### config.mk
export PLATFORM = sky130hd
export DESIGN_NAME = reg_bus_initiator
export DESIGN_NICKNAME = d
export VERILOG_FILES = /design/src/rtl/reg_bus_pkg.sv /design/src/rtl/reg_bus_initiator.sv
export SDC_FILE = /design/constraint.sdc
export NUM_CORES = 1
export LEC_CHECK = 0
export ABC_CLOCK_PERIOD_IN_PS = 4230
export CORE_UTILIZATION = 66
export DETAILED_ROUTE_END_ITERATION = 10
export DONT_BUFFER_PORTS = 1
export GPL_ROUTABILITY_DRIVEN = 0
export PLACE_DENSITY = 0.82
export SYNTH_ARGS = -nofsm -noshare
export SYNTH_HDL_FRONTEND = slang
export SYNTH_SLANG_ARGS = --single-unit
### constraint.sdc
create_clock -name clk -period 4.23 [get_ports clk]
set_input_delay 1.269 -clock clk [delete_from_list [all_inputs] [get_ports clk]]
set_output_delay 1.269 -clock clk [all_outputs]
set_load 0.02 [all_outputs]
### src/rtl/reg_bus_pkg.sv
// Shared definitions for the register-bus initiator: FSM states, target
// geometry and the default acknowledge timeout.
package reg_bus_pkg;

  typedef enum logic [1:0] {
    IDLE,
    SETUP,
    ACCESS,
    RESP
  } reg_bus_state_e;

  localparam int REG_TGT_W           = 2;
  localparam int REG_NUM_TGT         = 4;
  localparam int REG_DEFAULT_TIMEOUT = 16;

endpackage

### src/rtl/reg_bus_initiator.sv
// Register-bus initiator: takes one read/write command at a time, runs a
// setup/select/acknowledge bus transaction and returns a response with a timeout flag.
module reg_bus_initiator
  import reg_bus_pkg::*;
#(
  parameter int AW      = 8,
  parameter int DW      = 32,
  parameter int TIMEOUT = REG_DEFAULT_TIMEOUT
) (
  input  logic                   clk,
  input  logic                   rst,
  input  logic                   cmd_valid,
  output logic                   cmd_ready,
  input  logic                   cmd_wr,
  input  logic [REG_TGT_W-1:0]   cmd_tgt,
  input  logic [AW-1:0]          cmd_addr,
  input  logic [DW-1:0]          cmd_wdata,
  output logic                   reg_sel,
  output logic                   reg_wr,
  output logic [REG_TGT_W-1:0]   reg_tgt,
  output logic [AW-1:0]          reg_addr,
  output logic [DW-1:0]          reg_wdata,
  input  logic [REG_NUM_TGT-1:0] pci_ack,
  input  logic [DW-1:0]          reg_rdata,
  output logic                   rsp_valid,
  input  logic                   rsp_ready,
  output logic                   rsp_err,
  output logic [DW-1:0]          rsp_rdata
);

  localparam int            CW          = $clog2(TIMEOUT + 1);
  localparam logic [CW-1:0] TIMEOUT_CNT = CW'(TIMEOUT);
  localparam logic [CW-1:0] CNT_MAX     = {CW{1'b1}};

  reg_bus_state_e state;
  reg_bus_state_e state_next;
  logic [CW-1:0]  cnt;
  logic [CW-1:0]  cnt_next;
  logic [CW-1:0]  cnt_inc;
  logic           ack_hit;
  logic           accept;
  logic           rsp_err_next;
  logic [DW-1:0]  rsp_rdata_next;

  // Only the selected target's acknowledge matters; the rest are ignored.
  assign ack_hit = pci_ack[reg_tgt];
  assign cnt_inc = (cnt == CNT_MAX) ? cnt : cnt + 1'b1;
  assign accept  = cmd_valid && cmd_ready;

  always_comb begin
    state_next     = state;
    cnt_next       = cnt;
    cmd_ready      = 1'b0;
    rsp_err_next   = rsp_err;
    rsp_rdata_next = rsp_rdata;
    case (state)
      IDLE: begin
        cmd_ready = 1'b1;
        if (cmd_valid) begin
          state_next = SETUP;
        end
      end
      SETUP: begin
        cnt_next   = '0;
        state_next = ACCESS;
      end
      ACCESS: begin
        // An acknowledge on the final allowed cycle still beats the timeout.
        if (ack_hit) begin
          rsp_err_next   = 1'b0;
          rsp_rdata_next = reg_wr ? '0 : reg_rdata;
          state_next     = RESP;
        end else begin
          cnt_next = cnt_inc;
          if (cnt_inc >= TIMEOUT_CNT) begin
            rsp_err_next   = 1'b1;
            rsp_rdata_next = '0;
            state_next     = RESP;
          end
        end
      end
      RESP: begin
        if (rsp_ready) begin
          state_next = IDLE;
        end
      end
      default: begin
        state_next = IDLE;
      end
    endcase
  end

  always_ff @(posedge clk or negedge rst) begin
    if (!rst) begin
      state     <= IDLE;
      cnt       <= '0;
      reg_sel   <= 1'b0;
      rsp_valid <= 1'b0;
      rsp_err   <= 1'b0;
      rsp_rdata <= '0;
    end else begin
      state     <= state_next;
      cnt       <= cnt_next;
      reg_sel   <= (state_next == ACCESS);
      rsp_valid <= (state_next == RESP);
      rsp_err   <= rsp_err_next;
      rsp_rdata <= rsp_rdata_next;
    end
  end

  // Bus fields are captured once at acceptance and held until the next command.
  always_ff @(posedge clk or negedge rst) begin
    if (!rst) begin
      reg_wr    <= 1'b0;
      reg_tgt   <= '0;
      reg_addr  <= '0;
      reg_wdata <= '0;
    end else if (accept) begin
      reg_wr    <= cmd_wr;
      reg_tgt   <= cmd_tgt;
      reg_addr  <= cmd_addr;
      reg_wdata <= cmd_wdata;
    end
  end

endmodule

Yosys cells after proc, flatten, opt, wreduce, memory -nomap -nowiden
Index checks and enable logic that the tools add are counted.
Operators by class
  $add $sub $neg: 1
  multiply operators: 0
  divide/modulo/power cells: 0
  magnitude comparators: 2
  eq/ne operators: 7
  shifts and indexed selects: 0
  multiplexer cells: 16
  bitwise gates (word level): 0
  reduce and logical (&&, ||, !) cells: 6
Operator list (number)
  32-bit two-way mux: 3
  5-bit two-way mux: 2
  5-bit one-hot mux with 2 select lines: 1
  2-bit == test, second input constant: 4
  2-bit two-way mux: 4
  2-bit one-hot mux with 4 select lines: 1
  5-bit by 1-bit adder with 5-bit output, second input constant: 1
  5-bit == test, second input constant: 1
  5-bit >= comparator, second input constant: 1
  1-bit two-way mux: 4
  2-bit AND reduction: 2
  2-bit nonzero test: 2
  2-bit by 3-bit < comparator with 1-bit output, second input constant: 1
  1-bit binary-select mux with 2-bit select: 1
  2-bit by 1-bit == test with 1-bit output, second input constant: 1
  2-bit logical NOT: 1
  2-bit inequality test, second input constant: 1
  1-bit logical AND: 1
Word-level totals
  register bits: 85
  bits in latches: 0
  memory bits (writable): 0
  bits in read-only memories: 0
  input port bits: 83
  memories kept: 0

Longest topological paths before layout
  depth in word-level cells: 7
  mapped depth: 5
  gate-level depth less buffers: 4

Worst setup path before layout
OpenSTA, ideal clock, no wires.
  path kind: input-to-reg
  from: input port pci_ack[3]
  to: register cnt[2]
  data arrival time: 2460 ps
  data required time: 4143 ps
  setup slack: 1684 ps
  stages: 4
  path buffers: 1
  cells stage by stage: mux4_2 buf_6 or3b_1 a211oi_2
On the way
  word-level cells in the longest chain between the ends: 4
RTL lines
  from (decl): line reg_bus_initiator.sv:23  | input logic [REG_NUM_TGT-1:0] pci_ack,
  1-bit binary-select mux with 2-bit select: line reg_bus_initiator.sv:46  | assign ack_hit = pci_ack[reg_tgt];
  1-bit two-way mux (implied by the code): line reg_bus_initiator.sv:46
  2-bit inequality test (no line)
  2-bit AND reduction (no line)
  to (signal assigned): line reg_bus_initiator.sv:103  | cnt <= cnt_next;
  to (decl): line reg_bus_initiator.sv:37  | logic [CW-1:0] cnt;
Every way passes these cells. The select of a mux whose other input is x is not followed.
A chain may end at the register's enable or synchronous reset.

Worst setup path in the final report
  from: register state[1]
  to: output port cmd_ready
On the way
  word-level cells in the longest chain between the ends: 2
RTL lines
  from (decl): line reg_bus_initiator.sv:35  | reg_bus_state_e state;
  from (signal assigned): line reg_bus_initiator.sv:102  | state <= state_next;
  2-bit logical NOT: line reg_bus_initiator.sv:56  | case (state)
  1-bit two-way mux: line reg_bus_initiator.sv:56
  to (decl): line reg_bus_initiator.sv:13  | output logic cmd_ready,
Every way passes these cells.

==> results.py <==
metrics = {
    "timing": {
        "hold_slack_ns": 0.6070,
        "finalMaxSlewViolations": 0,
        "finalHoldViolCount": 0,
        "finalCriticalPeriod_ns": 2.604,
        "fmax_ghz": 0.3840,
        "period_share": 0.6157,
        "worstMarginPinSlew_ns": 0.9755,
        "fin_tns_setup_ns": 0,
        "setup-violations-final": 0,
        "slew_headroom": 0.3497,
        "rsz0062_at_grt": "false",
        "finClkSkew_ns": 0.006421,
    },
    "clock_tree": {
        "cts_resized": 0,
        "root_buffer": "clkbuf_8",
        "htreeDepth": 3,
        "cts.path.max_buffers": 2,
        "numCtsBuffers": 9,
        "postCtsHoldBufs": 0,
        "clkTransAtPathRegs_ns": 0.08,
        "numClockSinks": 85,
        "cts_tree": "built",
        "clkLatencyLatePin_ns": 0.35,
        "cts_setup_buffers": 0,
    },
    "detailed_routing": {
        "vias_per_cell": 6.464,
        "drtIter0Drc": 128,
        "ant_nets": 0,
        "drt_pass1_iterations": 4,
        "wl_um": 6429,
        "vias": 1881,
        "wl_per_cell_um": 22.09,
        "drc": 0,
    },
    "logic_synthesis": {
        "yosysSeqAreaShare": 0.6508,
        "ys_types": 35,
        "syn_area_sq_um": 3268,
        "synth-main-ff-cell": "dfrtp_1",
        "syn-num-nets": 304,
        "syn_area_per_cell_sq_um": 14.86,
        "synth_area_leader_cell": "dfrtp_1",
        "ys_ff_latch": 85,
        "synth.top_cell.area_share": 0.6508,
        "yosys_warnings": 0,
        "async_flop_share": 1.000,
        "netlist_top_cells_area": "dfrtp_1, mux2_1, a22o_1",
        "synth_edf_count": 0,
        "postSynthCellCount": 220,
    },
    "placement": {
        "io_buffer_count": 0,
        "dpl-instance-area_sq_um": 3304,
        "hpwl_um": 4465,
    },
    "worst_setup_path": {
        "worst-path-stages": 1,
        "critPathLaunchType": "register",
        "cp_cell_sequence": "nor2_1",
        "critPathSlowestCell": "dfrtp_1",
        "path_delay_family": "flip-flops",
        "max_stage_delay_ns": 0.52,
        "cp_max_fo": 14,
        "end_kind": "output pin",
        "arrival_ns": 1.34,
        "cp_data_required_time_ns": 2.96,
        "crit_type": "reg -> out",
        "r2r_cells": 3,
        "cp.buffers_inverters": 0,
        "regToRegSetupSlack_ns": 1.81,
    },
    "min_path": {
        "hold_class": "in -> async",
    },
    "cells_and_area": {
        "layout_commonest_cell": "dfrtp_1",
        "nets": 303,
        "finish.instance_area_sq_um": 3511,
        "drive_gt1_frac": 0.1250,
        "n_antenna_cell": 0,
        "synthToLayoutAreaGrowth_pct": 7.427,
        "mostFrequentLayoutCells": "dfrtp_1, mux2_1, a22o_1",
    },
    "die": {
        "start_util": 0.6874,
        "design.core.area_sq_um": 4755,
        "die_w_um": 72.37,
        "die_h_um": 72.37,
        "die_area_sq_um": 5237,
        "num_io_pins": 162,
        "rows": 25,
    },
    "outcome": {
        "run_status": "finished clean",
    },
    "global_routing": {
        "grt_pass1_vias": 1931,
        "grt_max_degree": 86,
        "overflow": 0,
        "antenna_found_initial": 0,
        "grt_pass1_wl_um": 9342,
        "grt_usage": 0.2490,
    },
    "job": {
        "maxCapViolCount": 0,
    },
    "power": {
        "power.density_nw_per_um2": 936.1,
        "ir_drop_uv": 530.8,
        "p_leak_nw": 1.585,
    },
}
registers in the layout, summed over array words and instances, names as in the netlist:
signal / count
reg_wr: 1
state: 2
rsp_valid: 1
reg_addr: 8
cnt: 5
reg_sel: 1
reg_wdata: 32
rsp_err: 1
reg_tgt: 2
rsp_rdata: 32
worst paths after layout:
path / from / end
max: state[1] / cmd_ready
min: rst / cnt[2]
max reg2reg: state[1] / reg_wdata[27]
min reg2reg: cnt[1] / cnt[1]
max in group asynchronous: rst / state[1]
min in group clk: cnt[1] / cnt[1]
power breakdown:
part | total (mW) | leakage (nW) | internal [mW] | switching [mW]
Combinational | 0.684 | 0.422 | 0.367 | 0.317
Clock | 0.584 | 0.103 | 0.293 | 0.291
Sequential | 2.02 | 1.06 | 1.21 | 0.806
Total | 3.29 | 1.59 | 1.87 | 1.41
cells in the mapped netlist, drive strengths merged (2+ instances only):
cell type   n
nand2       5
dfrtp      85
nor2        4
clkbuf      3
nand2b      4
a22o       33
o22ai       2
buf        11
a211oi      2
a21oi       4
mux2       43
inv         4
cells by family (layout without fill, tap and decap cells):
family | after synthesis | in the layout | synth area share
multiplexers | 44 | 44 | 0.1551
adder cells (fa/ha/maj) | 1 | 1 | 0.003828
AND/OR/NAND/NOR | 23 | 23 | 0.03829
buffers and inverters | 18 | 22 | 0.02680
AO/OA/AOI/OAI | 49 | 49 | 0.1252
flip-flops | 85 | 85 | 0.6508
routing by layer:
metal	wire, um	share of wire	GRT usage
met1	2327	0.36	0.2762
met2	3366	0.52	0.4060
met3	591	0.092	0.1167
met4	142	0.022	0.1198
met5	0	0	0
metrics by stage:
step                        util  cells  setup slack [ns]  total power, mW
after floorplan                -    220             1.684            2.512
after detailed placement  0.6950    275             1.508            2.712
after global routing      0.7384    291             1.571            3.441
final                     0.7384    291             1.626            3.287
after global placement    0.6950    275             1.563            2.632
after CTS                 0.7384    291             1.629            3.308
layout make-up:
| cell class | instances | area, sq um |
|---|---|---|
| clock buffer | 10 | 137.6 |
| clock inverter | 6 | 68.82 |
| fill | 321 | 1244 |
| inverter | 4 | 15.01 |
| multi-input combinational | 117 | 1064 |
| sequential | 85 | 2127 |
| tap | 67 | 83.83 |
| timing repair buffer | 2 | 15.01 |
worst register-to-register path: cells and delay by family (launching register included):
family,cells,cell delay (ns)
mux,1,0.43
simple gates,2,1.36
flops,1,0.52
Note: power is estimated with default switching activity, not from simulation.
